===== src/rtl/host_seq.sv =====
// host_seq: host-side sequencer that clears core data memory, loads a
// byte block, pulses Start, waits for a qualified Ack, then streams
// the result bytes out over a valid/ready port.
// Ports:
//   Clk, Reset (sync, active-high)
//   Go            start request, taken only in IDLE
//   InValid/InData/InReady     load byte stream
//   MemWrEn/MemAddr/MemWrData  data-memory write port
//   MemRdData     combinational read data at MemAddr
//   Start/Ack     core handshake
//   OutValid/OutData/OutReady  result byte stream
//   Busy          high outside IDLE
//   Err           sticky RUN-timeout abort flag
// Define HOST_SEQ_TIMEOUT_EN to add the RUN timeout (parameter TIMEOUT);
// without it RUN waits forever and Err is tied low.
module host_seq #(
  parameter int ADDR_W    = 8,
  parameter int LOAD_BASE = 128,
  parameter int LOAD_LEN  = 8,
  parameter int RES_BASE  = 5,
  parameter int RES_LEN   = 4,
`ifdef HOST_SEQ_TIMEOUT_EN
  parameter int TIMEOUT   = 4096,
`endif
  parameter int START_CYC = 2
) (
  input  logic              Clk,
  input  logic              Reset,
  input  logic              Go,
  input  logic              InValid,
  input  logic [7:0]        InData,
  output logic              InReady,
  output logic              MemWrEn,
  output logic [ADDR_W-1:0] MemAddr,
  output logic [7:0]        MemWrData,
  input  logic [7:0]        MemRdData,
  output logic              Start,
  input  logic              Ack,
  output logic              OutValid,
  output logic [7:0]        OutData,
  input  logic              OutReady,
  output logic              Busy,
  output logic              Err
);

  typedef enum logic [2:0] {
    S_IDLE,
    S_CLEAR,
    S_LOAD,
    S_START,
    S_RUN,
    S_RD_ADDR,
    S_RD_OUT
  } state_t;

  // One shared counter; wide enough for 2**ADDR_W and START_CYC.
  localparam int SW = $clog2(START_CYC) + 1;
  localparam int CW = (ADDR_W + 1 > SW) ? ADDR_W + 1 : SW;

  localparam logic [CW-1:0] CLR_LAST = CW'((1 << ADDR_W) - 1);
  localparam logic [CW-1:0] LD_LAST  = CW'(LOAD_LEN - 1);
  localparam logic [CW-1:0] ST_LAST  = CW'(START_CYC - 1);
  localparam logic [CW-1:0] RS_LAST  = CW'(RES_LEN - 1);

  localparam logic [ADDR_W-1:0] LD_BASE = ADDR_W'(LOAD_BASE);
  localparam logic [ADDR_W-1:0] RS_BASE = ADDR_W'(RES_BASE);

  state_t            state;
  logic [CW-1:0]     cnt;
  logic [ADDR_W-1:0] cnt_a;
  logic              armed;
  logic [7:0]        out_q;

  assign cnt_a = cnt[ADDR_W-1:0];

  assign InReady  = (state == S_LOAD);
  assign Start    = (state == S_START);
  assign OutValid = (state == S_RD_OUT);
  assign OutData  = out_q;
  assign Busy     = (state != S_IDLE);

  // Memory port is decoded from state so a load byte is written in the
  // same cycle it is accepted; addresses wrap modulo the memory depth.
  always_comb begin
    MemWrEn   = 1'b0;
    MemAddr   = '0;
    MemWrData = '0;
    case (state)
      S_CLEAR: begin
        MemWrEn = 1'b1;
        MemAddr = cnt_a;
      end
      S_LOAD: begin
        if (InValid) begin
          MemWrEn   = 1'b1;
          MemAddr   = LD_BASE + cnt_a;
          MemWrData = InData;
        end
      end
      S_RD_ADDR: MemAddr = RS_BASE + cnt_a;
      default: ;
    endcase
  end

`ifdef HOST_SEQ_TIMEOUT_EN
  localparam int TW = $clog2(TIMEOUT + 1);
  localparam logic [TW-1:0] TM_LAST = TW'(TIMEOUT - 1);

  logic [TW-1:0] tmr;
  logic          err_q;

  assign Err = err_q;
`else
  assign Err = 1'b0;
`endif

  always_ff @(posedge Clk) begin
    if (Reset) begin
      state <= S_IDLE;
      cnt   <= '0;
      armed <= 1'b0;
      out_q <= '0;
`ifdef HOST_SEQ_TIMEOUT_EN
      tmr   <= '0;
      err_q <= 1'b0;
`endif
    end else begin
      case (state)
        S_IDLE: begin
          if (Go) begin
            state <= S_CLEAR;
            cnt   <= '0;
`ifdef HOST_SEQ_TIMEOUT_EN
            err_q <= 1'b0;
`endif
          end
        end
        S_CLEAR: begin
          if (cnt == CLR_LAST) begin
            state <= S_LOAD;
            cnt   <= '0;
          end else begin
            cnt <= cnt + 1'b1;
          end
        end
        S_LOAD: begin
          if (InValid) begin
            if (cnt == LD_LAST) begin
              state <= S_START;
              cnt   <= '0;
            end else begin
              cnt <= cnt + 1'b1;
            end
          end
        end
        S_START: begin
          if (cnt == ST_LAST) begin
            state <= S_RUN;
            cnt   <= '0;
            armed <= 1'b0;
`ifdef HOST_SEQ_TIMEOUT_EN
            tmr   <= '0;
`endif
          end else begin
            cnt <= cnt + 1'b1;
          end
        end
        S_RUN: begin
          // Ack counts only after a low sample in this RUN, so a level
          // left high by the previous run cannot end this one.
          if (!Ack) armed <= 1'b1;
          if (Ack && armed) begin
            state <= S_RD_ADDR;
            cnt   <= '0;
          end
`ifdef HOST_SEQ_TIMEOUT_EN
          else if (tmr == TM_LAST) begin
            state <= S_IDLE;
            err_q <= 1'b1;
          end else begin
            tmr <= tmr + 1'b1;
          end
`endif
        end
        S_RD_ADDR: begin
          out_q <= MemRdData;
          state <= S_RD_OUT;
        end
        S_RD_OUT: begin
          if (OutReady) begin
            if (cnt == RS_LAST) begin
              state <= S_IDLE;
              cnt   <= '0;
            end else begin
              cnt   <= cnt + 1'b1;
              state <= S_RD_ADDR;
            end
          end
        end
        default: state <= S_IDLE;
      endcase
    end
  end

endmodule


===== config.mk =====
export PLATFORM = sky130hd
export DESIGN_NAME = host_seq
export DESIGN_NICKNAME = d
export VERILOG_FILES = /design/src/rtl/host_seq.sv
export SDC_FILE = /design/constraint.sdc
export NUM_CORES = 1
export LEC_CHECK = 0
export ABC_AREA = 1
export ABC_CLOCK_PERIOD_IN_PS = 2300
export CAP_MARGIN = 15
export CORE_MARGIN = 10
export CORE_UTILIZATION = 45
export CTS_CLUSTER_SIZE = 40
export DETAILED_ROUTE_END_ITERATION = 10
export PLACE_DENSITY = 0.82
export SETUP_SLACK_MARGIN = 0.1
export SYNTH_ARGS = -nofsm -noshare
export SYNTH_HDL_FRONTEND = slang
export SYNTH_SLANG_ARGS = --single-unit

===== constraint.sdc =====
create_clock -name Clk -period 2.3 [get_ports Clk]
set_input_delay 0.575 -clock Clk [delete_from_list [all_inputs] [get_ports Clk]]
set_output_delay 0.575 -clock Clk [all_outputs]
set_load 0.02 [all_outputs]

==> report_table.html <==
<table>
<tr><th>Metric</th><th>Value</th></tr>
<tr><th colspan="2">Status</th></tr>
<tr><td>Outcome</td><td>completed</td></tr>
<tr><th colspan="2">Drt</th></tr>
<tr><td>Vias per cell</td><td>~5.2</td></tr>
<tr><td>Drt first-iter violations</td><td>149</td></tr>
<tr><td>Drt first pass iters</td><td>5</td></tr>
<tr><td>Routed len/inst</td><td>14.4 um</td></tr>
<tr><td>Total Routed Length</td><td>5.65 mm</td></tr>
<tr><td>Overall via count from detail_route</td><td>2,055</td></tr>
<tr><td>Number of routed nets with antenna violations</td><td>0</td></tr>
<tr><td>Number of remaining DRC errors</td><td>0</td></tr>
<tr><th colspan="2">Min path</th></tr>
<tr><td>Worst min path class</td><td>reg -&gt; reg</td></tr>
<tr><td>Min-Delay Endpoint</td><td>cnt[8]</td></tr>
<tr><td>Hold path cells</td><td>2</td></tr>
<tr><td>Launch point of the worst hold path</td><td>cnt[8]</td></tr>
<tr><th colspan="2">Worst setup path</th></tr>
<tr><td>Worst path arrival time</td><td>around 1.7 ns</td></tr>
<tr><td>Type of origin of the critical path</td><td>flop</td></tr>
<tr><td>Cell type with the highest occurrence count on the critical path</td><td>sky130_fd_sc_hd__buf_4</td></tr>
<tr><td>Register-to-register setup slack</td><td>approximately 0.080 ns</td></tr>
<tr><td>Category of the worst setup path capture point</td><td>output pin</td></tr>
<tr><td>CP Cell Sequence</td><td>buf_4 -&gt; nor2_4 -&gt; inv_4 -&gt; buf_4 -&gt; o22ai_1 -&gt; buf_2</td></tr>
<tr><td>Reg2reg end</td><td>state[2]</td></tr>
<tr><td>Slowest CP cell</td><td>sky130_fd_sc_hd__dfxtp_4</td></tr>
<tr><td>Reg2Reg Depth</td><td>14</td></tr>
<tr><td>Largest stage delay, worst path</td><td>between 0.3 and 0.4 ns</td></tr>
<tr><td>Worst reg2reg startpoint</td><td>cnt[1]</td></tr>
<tr><td>Worst path required time</td><td>about 1.7 ns</td></tr>
<tr><td>Critical path class</td><td>reg -&gt; out</td></tr>
<tr><td>Critical path peak fanout</td><td>6</td></tr>
<tr><th colspan="2">Layout</th></tr>
<tr><td>Fraction of final layout cells with drive strength greater than 1</td><td>between 30% and 40%</td></tr>
<tr><td>Fillers</td><td>between 200 and 250</td></tr>
<tr><td>Synthesis-to-layout area growth</td><td>68.4%</td></tr>
<tr><td>Most common library cell in the layout ignoring fill and taps</td><td>sky130_fd_sc_hd__nand2_1</td></tr>
<tr><td>Share of the core filled with cells</td><td>80.1%</td></tr>
<tr><td>Commonest cells after routing, fill and taps aside</td><td>62 x sky130_fd_sc_hd__nand2_1, 49 x sky130_fd_sc_hd__buf_4, 47 x sky130_fd_sc_hd__nor2_1</td></tr>
<tr><td>Total number of nets in the final design</td><td>roughly 380</td></tr>
<tr><td>Area of the multi-input gates</td><td>approximately 1100 um2</td></tr>
<tr><td>Footprint of the flip-flops and latches</td><td>about 430 um2</td></tr>
<tr><td>Antenna diode instance count</td><td>0</td></tr>
<tr><th colspan="2">Clock tree</th></tr>
<tr><td>Clk Latency, worst-skew pair</td><td>0.33 ns</td></tr>
<tr><td>Clk pin slew, worst setup/hold paths</td><td>0.15 ns</td></tr>
<tr><td>Clock tree sinks</td><td>21</td></tr>
<tr><td>Clock root cell</td><td>sky130_fd_sc_hd__clkbuf_4</td></tr>
<tr><td>CTS tree</td><td>done</td></tr>
<tr><td>Total of hold buffers inserted after clock tree synthesis</td><td>0</td></tr>
<tr><td>Number of H-tree branching levels</td><td>1</td></tr>
<tr><td>CTS buffer count</td><td>3</td></tr>
<tr><td>Clock Tree Buf Depth</td><td>2</td></tr>
<tr><th colspan="2">Power and ir drop</th></tr>
<tr><td>Part of the power in registers</td><td>23.6%</td></tr>
<tr><td>Share of power burned in combinational logic</td><td>66.3%</td></tr>
<tr><td>Switch share</td><td>46.3%</td></tr>
<tr><td>Leakage power total</td><td>1.21 nW</td></tr>
<tr><td>Internal power summed over all cells</td><td>1.07 mW</td></tr>
<tr><td>Power per Cell Area</td><td>801 nW/um2</td></tr>
<tr><td>Net Sw Power</td><td>0.922 mW</td></tr>
<tr><td>Power share of the clock group</td><td>10.0%</td></tr>
<tr><td>Worst vdd ir</td><td>617 uV</td></tr>
<tr><th colspan="2">Place</th></tr>
<tr><td>Total half-perimeter wirelength after legalization and detailed placement</td><td>3.96 mm</td></tr>
<tr><td>GPL Wtd Cong</td><td>0.914</td></tr>
<tr><td>Worst slack at placement</td><td>-0.411 ns</td></tr>
<tr><td>Buffers added on ports</td><td>50</td></tr>
<tr><th colspan="2">Global routing</th></tr>
<tr><td>Antenna violations before repair</td><td>0</td></tr>
<tr><td>Via count of the first global-routing pass</td><td>1,844</td></tr>
<tr><td>Total global routing track utilization</td><td>about 17%</td></tr>
<tr><td>Wire length of the first global-routing pass</td><td>8.67 mm</td></tr>
<tr><td>Largest net degree at the start of global routing</td><td>13</td></tr>
<tr><td>Remaining Overflow, GRT</td><td>0</td></tr>
<tr><th colspan="2">Yosys</th></tr>
<tr><td>Post-synthesis cell count</td><td>256</td></tr>
<tr><td>Mean area per synthesized cell</td><td>5.77 um2</td></tr>
<tr><td>Flip-flop and latch count after synthesis</td><td>21</td></tr>
<tr><td>Sequential element share of the synthesized area</td><td>28.5%</td></tr>
<tr><td>Count of different cell masters after synthesis</td><td>25</td></tr>
<tr><td>Post-Synthesis Net Count</td><td>283</td></tr>
<tr><td>Cell area after synthesis</td><td>~1500 um2</td></tr>
<tr><td>Yosys warns</td><td>0</td></tr>
<tr><th colspan="2">STA</th></tr>
<tr><td>Max Clk Rate</td><td>0.445 GHz</td></tr>
<tr><td>Remaining max-slew budget at the tightest pin</td><td>roughly 58%</td></tr>
<tr><td>Unrepaired setup endpoints after global routing</td><td>yes</td></tr>
<tr><td>Hold violation count in the final report</td><td>0</td></tr>
<tr><td>Fin Clk Skew</td><td>0.0182 ns</td></tr>
<tr><td>Measured slew at the worst slew-check pin</td><td>approximately 0.63 ns</td></tr>
<tr><td>Period minus WS final</td><td>~2.2 ns</td></tr>
<tr><td>Worst path setup slack after routing</td><td>between 0.05 and 0.06 ns</td></tr>
<tr><td>Period Utilization, post-route</td><td>97.7%</td></tr>
<tr><td>Final max-slew violation count</td><td>0</td></tr>
<tr><td>Total of endpoints with negative setup slack in the final report</td><td>0</td></tr>
<tr><td>Post-Route Setup TNS</td><td>0 ns</td></tr>
<tr><th colspan="2">Die</th></tr>
<tr><td>Overall die width</td><td>77.3 um</td></tr>
<tr><td>Placeable core region</td><td>3100 um2</td></tr>
<tr><td>Die area</td><td>~6000 um2</td></tr>
<tr><td>Site Rows</td><td>20</td></tr>
<tr><td>Die H</td><td>77.3 um</td></tr>
<tr><td>Top Ports</td><td>between 50 and 60</td></tr>
<tr><td>Starting density of the core</td><td>47.6%</td></tr>
<tr><th colspan="2">Run</th></tr>
<tr><td>Max-cap viol count</td><td>0</td></tr>
</table>
==> stage by stage <==
step / hold WS (ns) / power, mW / cell area (um2) / std cells
floorplan: 0.456 / 1.06 / 1490 / 256
global placement: 0.476 / 1.56 / 2270 / 379
detailed placement: 0.478 / 1.58 / 2270 / 379
CTS: 0.498 / 1.84 / 2360 / 388
global route: 0.540 / 2.13 / 2490 / 393
finish: 0.506 / 1.99 / 2490 / 393
==> worst max path at each step <==
stage / startpoint / to / slack [ns] / cells past startpoint
detailed placement: InValid / MemAddr[5] / -0.41 / 7
global route: cnt[1] / state[2] / -0.10 / 15
CTS: state[0] / MemAddr[4] / 0.03 / 6
global placement: InValid / MemAddr[5] / -0.38 / 7
finish: state[1] / MemAddr[4] / 0.05 / 6
floorplan: state[1] / MemAddr[1] / 0.06 / 6
==> layout make-up <==
class                      instances  share of cell area, %
inverter                          31                   5.03
sequential                        21                   17.5
tap                               44                   2.21
multi-input combinational        199                   42.4
clock inverter                     1                  0.201
timing repair buffer              94                   31.8
clock buffer                       3                  0.906
==> critical path: cells and delay by family, from the launching register on <==
family | cells | cell delay (ns)
buffers and inverters | 4 | 0.61
flip-flops | 1 | 0.39
AND/OR/NAND/NOR | 1 | 0.20
AO/OA/AOI/OAI | 1 | 0.16
==> kinds of logic (layout without fill, tap and decap cells) <==
family          count (synthesis)  in the layout  share of synthesized area (%)
simple gates                  155            155                           42.9
compound gates                 37             37                           13.6
buf+inv                        36            129                           9.92
flops                          21             21                           28.5
fa+ha+maj                       5              5                           4.24
other cells                     1              1                          0.254
xor+xnor                        1              1                          0.593
==> flip-flops by register name (all words and copies together), names as in the netlist <==
signal and count:
OutData 8, cnt 9, state 3, armed 1
==> layer usage <==
metal | part of all wire (%) | global-route usage [%] | wire [um]
met5 | 0 | 0 | 0
met4 | 2.5 | 5.66 | 142
met3 | 8.8 | 4.55 | 496
met2 | 50 | 29.8 | 2830
met1 | 39 | 19.5 | 2180
==> power groups by stage <==
stage          logic, mW  clock network, mW  registers, mW
5_1_grt             1.44              0.214          0.478
3_3_place_gp        1.10                  0          0.460
3_5_place_dp        1.12                  0          0.461
2_1_floorplan      0.563                  0          0.496
6_report            1.32              0.200          0.471
4_1_cts             1.17              0.200          0.469
==> synthesized netlist by cell type (all sizes together) <==
cell     count  area, um2
a21oi       12       60.1
a31oi        2       12.5
buf          3       22.5
clkbuf       2       7.51
conb         1       3.75
dfxtp       21        420
ha           5       62.6
inv         31        116
nand2       69        259
nand3       19        100
nand3b       1       7.51
nand4        1       6.26
nor2        59        229
nor3         5       25.0
nor4         1       6.26
o2111ai      1       8.76
o211ai       1       7.51
o21ai       17       85.1
o22ai        3       18.8
o32ai        1       8.76
xnor2        1       8.76
==> repair_timing <==
item | in CTS | in global routing
endpoints found under the setup margin | 21 | 26
cloned | 0 | 0
pin swaps | 7 | 7
setup buffers | 5 | 5
resized for setup | 97 | 45
Note: power is estimated with default switching activity, not from simulation.
